## config.mk

```make
export PLATFORM = sky130hd
export DESIGN_NAME = mips_multicycle_core
export DESIGN_NICKNAME = d
export VERILOG_FILES = /design/src/rtl/mips_multicycle_core.sv
export SDC_FILE = /design/constraint.sdc
export NUM_CORES = 2
export LEC_CHECK = 0
export BUFFER_PORTS_ARGS = -buffer_cell sky130_fd_sc_hd__buf_2
export CELL_PAD_IN_SITES_DETAIL_PLACEMENT = 0
export CELL_PAD_IN_SITES_GLOBAL_PLACEMENT = 1
export CORE_MARGIN = 5
export CORE_UTILIZATION = 35
export CTS_BUF_LIST = sky130_fd_sc_hd__clkbuf_4 sky130_fd_sc_hd__clkbuf_8 sky130_fd_sc_hd__clkbuf_16
export DETAILED_ROUTE_END_ITERATION = 12
export PLACE_DENSITY = 0.72
export REMOVE_ABC_BUFFERS = 1
export SYNTH_ARGS = -nofsm -noshare
export SYNTH_HDL_FRONTEND = slang
export SYNTH_SLANG_ARGS = --single-unit
```

## constraint.sdc

```tcl
create_clock -name clk -period 3.84 [get_ports clk]
set_input_delay 0 -clock clk [delete_from_list [all_inputs] [get_ports clk]]
set_output_delay 0 -clock clk [all_outputs]
set_load 0.03 [all_outputs]
```

## src/rtl/mips_multicycle_core.sv

```systemverilog
// Multicycle MIPS-I integer core. A single shared bus serves both instruction
// fetch and load/store. Loads and stores that hit the two-word I/O window go to
// the on-chip PortIn/PortOut registers and never reach the bus.
//
// Bus handshake: mem_req is raised in FETCH, and in MEM for non-I/O addresses.
// While mem_req=1 the values of mem_addr, mem_we and mem_wdata stay constant.
// The transfer completes on the rising edge where mem_ready=1. mem_ready may
// already be 1 in the first request cycle. mem_rdata is only looked at in that
// completing cycle.
module mips_multicycle_core #(
  parameter logic [31:0] RESET_PC  = 32'h0040_0000,
  parameter logic [31:0] PORT_BASE = 32'h1001_0024,
  parameter int          IN_WIDTH  = 8,
  parameter int          OUT_WIDTH = 32
) (
  input  logic                 clk,
  input  logic                 reset,
  input  logic [IN_WIDTH-1:0]  PortIn,
  output logic                 mem_req,
  output logic                 mem_we,
  output logic [31:0]          mem_addr,
  output logic [31:0]          mem_wdata,
  input  logic [31:0]          mem_rdata,
  input  logic                 mem_ready,
  output logic [31:0]          ALUResultOut,
  output logic [OUT_WIDTH-1:0] PortOut,
  output logic                 halted,
  output logic [2:0]           dbg_state
);

  typedef enum logic [2:0] {
    S_FETCH  = 3'd0,
    S_DECODE = 3'd1,
    S_EXEC   = 3'd2,
    S_MEM    = 3'd3,
    S_WB     = 3'd4,
    S_HALT   = 3'd5
  } state_t;

  localparam logic [5:0] OP_R     = 6'h00;
  localparam logic [5:0] OP_J     = 6'h02;
  localparam logic [5:0] OP_JAL   = 6'h03;
  localparam logic [5:0] OP_BEQ   = 6'h04;
  localparam logic [5:0] OP_BNE   = 6'h05;
  localparam logic [5:0] OP_ADDI  = 6'h08;
  localparam logic [5:0] OP_ADDIU = 6'h09;
  localparam logic [5:0] OP_SLTI  = 6'h0A;
  localparam logic [5:0] OP_ANDI  = 6'h0C;
  localparam logic [5:0] OP_ORI   = 6'h0D;
  localparam logic [5:0] OP_LUI   = 6'h0F;
  localparam logic [5:0] OP_LW    = 6'h23;
  localparam logic [5:0] OP_SW    = 6'h2B;

  localparam logic [5:0] FN_SLL  = 6'h00;
  localparam logic [5:0] FN_SRL  = 6'h02;
  localparam logic [5:0] FN_JR   = 6'h08;
  localparam logic [5:0] FN_ADD  = 6'h20;
  localparam logic [5:0] FN_ADDU = 6'h21;
  localparam logic [5:0] FN_SUB  = 6'h22;
  localparam logic [5:0] FN_SUBU = 6'h23;
  localparam logic [5:0] FN_AND  = 6'h24;
  localparam logic [5:0] FN_OR   = 6'h25;
  localparam logic [5:0] FN_NOR  = 6'h27;
  localparam logic [5:0] FN_SLT  = 6'h2A;
  localparam logic [5:0] FN_SLTU = 6'h2B;

  state_t state, state_next;

  logic [31:0] pc, ir, a, b, alu_out, mdr;
  logic [31:0] rf [32];

  // Instruction fields, always taken from IR
  logic [5:0]  op, funct;
  logic [4:0]  rs, rt, rd, shamt;
  logic [15:0] imm;
  logic [25:0] target;
  logic [31:0] sext_imm, zext_imm;

  assign op       = ir[31:26];
  assign rs       = ir[25:21];
  assign rt       = ir[20:16];
  assign rd       = ir[15:11];
  assign shamt    = ir[10:6];
  assign funct    = ir[5:0];
  assign imm      = ir[15:0];
  assign target   = ir[25:0];
  assign sext_imm = {{16{imm[15]}}, imm};
  assign zext_imm = {16'h0000, imm};

  logic is_r, is_lw, is_sw, is_branch, is_jump, is_jal, is_jr, legal, take;

  assign is_r      = (op == OP_R);
  assign is_lw     = (op == OP_LW);
  assign is_sw     = (op == OP_SW);
  assign is_branch = (op == OP_BEQ) || (op == OP_BNE);
  assign is_jump   = (op == OP_J) || (op == OP_JAL);
  assign is_jal    = (op == OP_JAL);
  assign is_jr     = is_r && (funct == FN_JR);
  assign take      = (op == OP_BEQ) ? (a == b) : (a != b);

  // Decide whether IR holds a supported opcode/funct pair
  always_comb begin
    legal = 1'b0;
    case (op)
      OP_R: begin
        case (funct)
          FN_SLL, FN_SRL, FN_JR, FN_ADD, FN_ADDU, FN_SUB, FN_SUBU,
          FN_AND, FN_OR, FN_NOR, FN_SLT, FN_SLTU: legal = 1'b1;
          default: legal = 1'b0;
        endcase
      end
      OP_J, OP_JAL, OP_BEQ, OP_BNE, OP_ADDI, OP_ADDIU, OP_SLTI,
      OP_ANDI, OP_ORI, OP_LUI, OP_LW, OP_SW: legal = 1'b1;
      default: legal = 1'b0;
    endcase
  end

  // ALU: computes the result, the effective address, or A-B for branches
  logic [31:0] alu_result;
  always_comb begin
    alu_result = a + sext_imm;
    case (op)
      OP_R: begin
        case (funct)
          FN_SLL:          alu_result = b << shamt;
          FN_SRL:          alu_result = b >> shamt;
          FN_SUB, FN_SUBU: alu_result = a - b;
          FN_AND:          alu_result = a & b;
          FN_OR:           alu_result = a | b;
          FN_NOR:          alu_result = ~(a | b);
          FN_SLT:          alu_result = {31'd0, $signed(a) < $signed(b)};
          FN_SLTU:         alu_result = {31'd0, a < b};
          default:         alu_result = a + b;
        endcase
      end
      OP_ANDI:        alu_result = a & zext_imm;
      OP_ORI:         alu_result = a | zext_imm;
      OP_LUI:         alu_result = {imm, 16'h0000};
      OP_SLTI:        alu_result = {31'd0, $signed(a) < $signed(sext_imm)};
      OP_BEQ, OP_BNE: alu_result = a - b;
      default:        alu_result = a + sext_imm;
    endcase
  end

  // I/O window decode on the word-aligned data address held in ALUOut
  logic [31:0] data_addr, port_in_ext, port_out_ext;
  logic        io_in, io_out, is_io;

  assign data_addr = {alu_out[31:2], 2'b00};
  assign io_in     = (data_addr == PORT_BASE);
  assign io_out    = (data_addr == PORT_BASE + 32'd4);
  assign is_io     = io_in || io_out;

  // Zero-extend PortIn to a full word for loads
  always_comb begin
    port_in_ext = '0;
    port_in_ext[IN_WIDTH-1:0] = PortIn;
  end

  // Zero-extend PortOut to a full word for loads
  always_comb begin
    port_out_ext = '0;
    port_out_ext[OUT_WIDTH-1:0] = PortOut;
  end

  // State register; reset wins from any state, including mid-request
  always_ff @(posedge clk) begin
    if (reset) state <= S_FETCH;
    else       state <= state_next;
  end

  // Next-state logic and bus outputs. Reset gates off the request immediately
  always_comb begin
    state_next = state;
    mem_req    = 1'b0;
    mem_we     = 1'b0;
    mem_addr   = {pc[31:2], 2'b00};
    case (state)
      S_FETCH: begin
        mem_req = 1'b1;
        if (mem_ready) state_next = S_DECODE;
      end
      S_DECODE: state_next = legal ? S_EXEC : S_HALT;
      S_EXEC: begin
        if (is_branch || is_jump || is_jr) state_next = S_FETCH;
        else if (is_lw || is_sw)           state_next = S_MEM;
        else                               state_next = S_WB;
      end
      S_MEM: begin
        mem_addr = data_addr;
        if (is_io) begin
          state_next = is_sw ? S_FETCH : S_WB;
        end else begin
          mem_req = 1'b1;
          mem_we  = is_sw;
          if (mem_ready) state_next = is_sw ? S_FETCH : S_WB;
        end
      end
      S_WB:    state_next = S_FETCH;
      S_HALT:  state_next = S_HALT;
      default: state_next = S_HALT;
    endcase
    if (reset) begin
      mem_req = 1'b0;
      mem_we  = 1'b0;
    end
  end

  assign mem_wdata = b;
  assign halted    = (state == S_HALT);
  assign dbg_state = state;

  // Datapath registers: PC, IR, A, B, ALUOut, MDR and the two visible outputs
  always_ff @(posedge clk) begin
    if (reset) begin
      pc           <= RESET_PC;
      ir           <= '0;
      a            <= '0;
      b            <= '0;
      alu_out      <= '0;
      mdr          <= '0;
      ALUResultOut <= '0;
      PortOut      <= '0;
    end else begin
      case (state)
        S_FETCH: begin
          if (mem_ready) begin
            ir <= mem_rdata;
            pc <= pc + 32'd4;
          end
        end
        S_DECODE: begin
          a       <= rf[rs];
          b       <= rf[rt];
          alu_out <= pc + {sext_imm[29:0], 2'b00};
        end
        S_EXEC: begin
          ALUResultOut <= alu_result;
          if (is_branch) begin
            if (take) pc <= alu_out;
          end else if (is_jump) begin
            pc <= {pc[31:28], target, 2'b00};
          end else if (is_jr) begin
            pc <= a;
          end else begin
            alu_out <= alu_result;
          end
        end
        S_MEM: begin
          if (is_io) begin
            if (is_lw)       mdr <= io_in ? port_in_ext : port_out_ext;
            else if (io_out) PortOut <= b[OUT_WIDTH-1:0];
          end else if (mem_ready && is_lw) begin
            mdr <= mem_rdata;
          end
        end
        default: ;
      endcase
    end
  end

  // Register file write port: jal links in EXEC, everything else writes in WB
  logic        rf_we;
  logic [4:0]  rf_waddr;
  logic [31:0] rf_wdata;
  always_comb begin
    rf_we    = 1'b0;
    rf_waddr = rt;
    rf_wdata = alu_out;
    if (state == S_EXEC && is_jal) begin
      rf_we    = 1'b1;
      rf_waddr = 5'd31;
      rf_wdata = pc;
    end else if (state == S_WB) begin
      rf_we    = 1'b1;
      rf_waddr = is_r ? rd : rt;
      rf_wdata = is_lw ? mdr : alu_out;
    end
  end

  // Register file storage; writes to $0 are dropped so it always reads zero
  always_ff @(posedge clk) begin
    if (reset) begin
      for (int i = 0; i < 32; i++) rf[i] <= '0;
    end else if (rf_we && rf_waddr != 5'd0) begin
      rf[rf_waddr] <= rf_wdata;
    end
  end

endmodule

```

# After elaboration in Yosys (flattened, before gate mapping)
# Memory sizes are Yosys's and may differ from the RTL's. A register that Yosys moved wholly into a read port is not among the register bits.
# Cells that the tools add are included.
# totals
ff_bits	195
rom_bits	0
output_inout_bits	134
inputBits	43
word_cells	146
mem_count	1
ram_bits	1024
latch_bits	0
# mem_list
memory	depth	word_bits	read_ports	rd_ports_with_merged_regs	wr	line	text
rf	32	32	2	2	32	70	logic [31:0] rf [32];
# op_classes
reduce_logical	29
multipliers	0
shifts	2
n_div	0
muxes	50
n_addsub	5
eq_ne	42
magnitude_cmp	3
bitwise	6
# op_table
operator	n
$mux 32	17
$pmux 32 s8	1
$pmux 32 s6	1
$pmux 32 s2	2
$add 32x32->32	3
$eq 6x6->1 const B	11
$lt 32x32->1	2
$eq 30x27->1 const B	2
$eq 6x4->1 const B	7
$add 32x3->32 const B	1
$and 32x16->32	1
$and 32x32->32	1
$eq 32x32->1	1
$lt 32x16->1	1
$ne 32x32->1	1
$not 32->32	1
$or 32x16->32	1
$or 32x32->32	1
$reduce_or 32->1	1
$shl 32x5->32	1
$shr 32x5->32	1
$sub 32x32->32	1
$reduce_or 12->1	2
$mux 3	7
24 further kinds	69

# Depth between registers and ports, before layout
# depth
ltp_word	11
depth_mapped	15

# Worst setup path before layout
# Ideal clock, no wire load.
# synth_path
path_kind	register -> register
from	register ir[1]
to	register alu_out[31]
period_less_slack_ns	3.928
path_stages_with_launch	16
path_buffers	3
path_slack_ns	-0.088
t_arrival_ns	3.843
cell_sequence	dfxtp_1 -> clkbuf_1 -> buf_2 -> buf_2 -> inv_1 -> ha_1 -> a21oi_1 -> nor2_1 -> o31a_1 -> a41oi_1 -> o21a_1 -> o21ai_0 -> or4_1 -> and4_1 -> nor4b_1 -> a211oi_1
# synth_between
elab_chain_len	8
elab_cells_between_ends	22
cone_classes	add/sub: 2; eq/ne: 10; mux: 6; reduce/logical: 4
# synth_rtl
item	line	text
from (decl)	69	logic [31:0] pc, ir, a, b, alu_out, mdr;
from (signal assigned)	228	ir <= mem_rdata;
parallel branches: the longest is 8 deep, another holds $add 32x32->32	n/a	
to (signal assigned)	235	alu_out <= pc + {sext_imm[29:0], 2'b00};
to (signal assigned)	246	alu_out <= alu_result;
to (decl)	69	
# Parallel ways; which one is timed is not known. The select of a mux whose other input is x is not followed.
# A chain may end at the register's enable or synchronous reset.

# Worst setup path after layout
# layout_path
from	register a[0] (read register of rf)
to	register alu_out[24]
# layout_between
elab_chain_len	7
elab_cells_between_ends	9
cone_classes	add/sub: 3; mux: 6
# layout_rtl
item	line	text
from (decl)	69	
$add 32x32->32 or $sub 32x32->32 (tied branches)	133, 127, 140	
$pmux 32 s8	124	case (funct)
$pmux 32 s6 *	122	case (op)
$mux 32 *	243	end else if (is_jr) begin
$mux 32 *	241	end else if (is_jump) begin
$mux 32 *	239	if (is_branch) begin
$pmux 32 s2 *	225	case (state)
# Every way passes the cells marked *; elsewhere a longest branch is shown, timed or not. The select of a mux whose other input is x is not followed.

==> results <==
- In this run the remaining antenna-violating nets after routing total 0.
- The cell family contributing the most delay on the critical path is compound AO/OA/AOI/OAI gates.
- The most instantiated library cell after synthesis is nor2_1.
- The largest driver fanout on the critical path is 4.
- The die covers about 0.23 mm^2.
- The largest total area in the synthesized netlist belongs to edfxtp_1.
- The depth of the CTS H-tree is 4.
- The minimum clock period is 3.81 ns.
- The number of clock sinks is 1,283.
- At the end of the flow, the number of nets in the layout was 7,502.
- The worst pin sits at a relative slew slack of 0.300.
- The endpoint required time on the critical path is 4.58 ns.
- Across every metal layer, demand over resource in global routing totals 0.287.
- The via count of the first global-routing pass is roughly 62,000.
- The worst clock skew on the final layout is 0.0771 ns.
- The TritonCTS clock tree is yes.
- The critical path is of the flop to flop type.
- The clock tree root driver cell is clkbuf_16.
- After floorplanning, the core was sized to cover 0.220 mm^2.
- The Yosys step of the flow raised 0 warnings.
- The design area is 0.0919 mm^2.
- Traced cell by cell, the critical path runs through buf_4 -> ha_1 -> fa_2 -> a211oi_1 -> o41a_1 -> a2111oi_2 -> buf_4 -> a311oi_1 -> buf_4 -> o31ai_4 -> a31oi_1 -> xor2_1 -> nor3_1 -> a211oi_2 -> o32ai_1.
- Dividing the final minimum period by the clock period gives 0.992.
- The largest single stage delay on the critical path is about 0.46 ns.
- IR analysis of the VDD net gives a maximum drop of between 300 and 400 uV.
- For the worst flop-to-flop path, the logic depth is 15.
- The weighted congestion at the end of routability-driven global placement is 1.03.
- The combined buffer and inverter count along the critical path is 3.
- The count of final hold-check violations was 0.
- In this run the cell area of the synthesized design comes to 0.0772 mm^2.
- In the final routed layout, each cell accounts on average for 32.9 um.
- Summed over all failing endpoints, the final setup total negative slack is 0 ns.
- The kind of start point of the critical path is a flop.
- The first global-routing pass estimated 473,000 um of wire.
- The CTS clock-pin slew for the worst setup and hold paths is roughly 0.07 ns.
- The area added between synthesis and finish is 19.0%.
- Counting tap cells, the placed design contains a total of approximately 10,000 instances.
- For this block, the via count after detailed routing is 63,500.
- The iteration-0 DRC count of the detailed router is 9,008.
- For this run the aggregate overflow at the end of global routing stands at 0.
- For this run, design rule violations remaining after detail routing come to 0.
- Counting every instance in the synthesized netlist gives 6,762.
- The pre-antenna-repair detailed-routing pass consisted of 7 iterations.
- Derived from the worst setup path, the maximum achievable clock frequency is about 0.26 GHz.
- The part of the Yosys area used for sequential elements is 0.465.
- The static power due to leakage is 0.0315 uW.
- The number of synthesized flops with an enable pin is 1,024.
- Counting flops and latches in the post-synthesis netlist gives 1,283.
- The worst hold margin is around 0.037 ns.
- STA puts the critical path data arrival time at 4.56 ns.
- The initial antenna violation count is 20.
- The placed standard-cell area is 0.0864 mm^2.
- The commonest cells after synthesis are nor2_1, edfxtp_1, mux4_2.
- The floorplan has 172 rows.
- Across the run, the number of max-cap violations was 0.
- Clock tree synthesis inserted a total of roughly 150 buffers.
- The worst hold path passes through 4 cells.
- The sort of element at the end of the critical path is a flop.
- The count of cell instances traversed by the critical path is 15.
- The vertical die dimension is between 400 and 500 um.
- The maximum number of pins on one net before global-route repair is 90.
- The final number of max-transition violations is 0.
- In the final layout, the share of cells above drive strength 1 is 0.275.
- The total power per unit cell area is 556 mW/mm^2.
- The actual slew at the worst max-slew pin is ~1.1 ns.
- The aggregate routed wire length is about 340,000 um.
- Counting stages on the worst path, the most repeated cell is buf_4.
- The count of endpoints failing setup in the final report is 0.
- After the flow finishes, the layout carries non-filler instances totaling 10,300.
- A synthesized cell averages 11.4 um^2.
- The proportion of register bits with asynchronous set or reset after synthesis is 0.
- Input and output buffers added on the ports amount to 174.
- The class of the most critical hold timing path is primary input to flop.
- The run finished with clean final reports.
- No sink is reached through more buffers than the 3 on the longest clock path.
- The share of synthesized area in the top cell type comes to 0.398.
- In the post-synthesis netlist, the biggest area contributors are edfxtp_1, mux4_2, nor2_1.
- For this design the top-level I/O count stands at 177.
- The prevailing post-synth register cell is edfxtp_1.
- For this design, the slowest cell found on the critical path is o41a_1.
- The die width is 480 um.
- At the later pin of the worst-skew pair, clock insertion delay measures 0.83 ns.
- The HPWL reported at the end of detailed placement is 242,000 um.
- The initial core utilization is 0.351.
- After synthesis, the netlist uses between 80 and 90 different library cells.
- Using the TritonRoute via totals, the vias-per-cell ratio works out to approximately 6.
[final timing paths]
kind / startpoint / endpoint / slack, ns
worst max-delay path: a[0]$_SDFFE_PP0P_ / alu_out[24]$_SDFFE_PP0P_ / 0.03
worst min-delay path: mem_rdata[1] / ir[1]$_SDFFE_PP0P_ / 0.04
worst max register to register: a[0]$_SDFFE_PP0P_ / alu_out[24]$_SDFFE_PP0P_ / 0.03
worst min register to register: ALUResultOut[5]$_SDFFE_PP0P_ / ALUResultOut[5]$_SDFFE_PP0P_ / 0.46
[timing repair]
| item | in CTS | in global routing |
|---|---|---|
| resized for setup | 10 | 39 |
| pin swaps | 1 | 4 |
| gates cloned | 0 | 0 |
| endpoints found under the setup margin | 20 | 61 |
| hold buffers | 48 | 0 |
| hold endpoints to repair | 120 | 0 |
| setup buffers | 1 | 6 |
[metrics by stage]
step                power (uW)   util  setup slack, ns
finish                   51100  0.418           0.0288
global route             52600  0.418         -0.00187
CTS                      50500  0.417          0.00640
detailed placement       36200  0.393           -0.142
global placement         36200  0.393           -0.192
floorplan                27600      -            -9.04
[cell usage in the layout (no fill, tap or decap), types with 146 or more instances in the layout]
master,synthesis,routed
a21oi_1,398,362
buf_2,76,173
buf_4,3,650
clkbuf_16,0,146
dfxtp_1,259,242
edfxtp_1,1024,1024
ha_1,205,203
inv_1,150,149
mux2i_1,181,181
mux4_2,688,688
nand2_1,488,439
nor2_1,1407,1403
o21ai_0,227,221
[registers in the layout, indices dropped and copies added (netlist names), 32 cells and up]
name and flops:
ALUResultOut 32, PortOut 32, a 32, alu_out 32, ir 32, mdr 32, mem_wdata 32, pc 32
rf 1024
[kinds of logic (layout without fill, tap and decap cells)]
logic type	Yosys count	in the layout	share of synthesized area
mux	879	879	0.226
buf+inv	810	1366	0.0407
other cells	1	40	0.0000486
compound gates	1175	1175	0.0976
fa+ha+maj	209	209	0.0342
flops	1283	1283	0.465
simple gates	2269	2269	0.121
xor+xnor	136	136	0.0154
[worst register-to-register path, stage by stage (launching register included)]
cell and delay [ns]:
dfxtp_1 0.33, buf_4 0.15, ha_1 0.20, fa_2 0.24, a211oi_1 0.09, o41a_1 0.46
a2111oi_2 0.33, buf_4 0.18, a311oi_1 0.05, buf_4 0.18, o31ai_4 0.38, a31oi_1 0.16
xor2_1 0.18, nor3_1 0.40, a211oi_2 0.14, o32ai_1 0.27
[layer usage]
layer / up-vias / track usage / part of all wire
met5: - / 0 / 0.00029
met4: 16 / 0.126 / 0.053
met3: 780 / 0.0627 / 0.11
met2: 4145 / 0.467 / 0.47
met1: 32200 / 0.369 / 0.37
li1: 26300 / - / -
[layout make-up]
type / instances / area, um^2
Fill cell: 20600 / 128000
Multi-Input combinational cell: 4702 / 38800
Sequential cell: 1283 / 36000
Timing Repair Buffer: 963 / 8060
Clock buffer: 185 / 3980
Tap cell: 2958 / 3700
Clock inverter: 63 / 810
Inverter: 155 / 587
Antenna cell: 6 / 15.0
[where the power goes]
| part | switching [uW] | total (uW) | internal, uW |
|---|---|---|---|
| clock | 6190 | 14300 | 8080 |
| combinational | 12800 | 20400 | 7580 |
| sequential | 706 | 16400 | 15700 |
(Power assumes the default switching activity.)
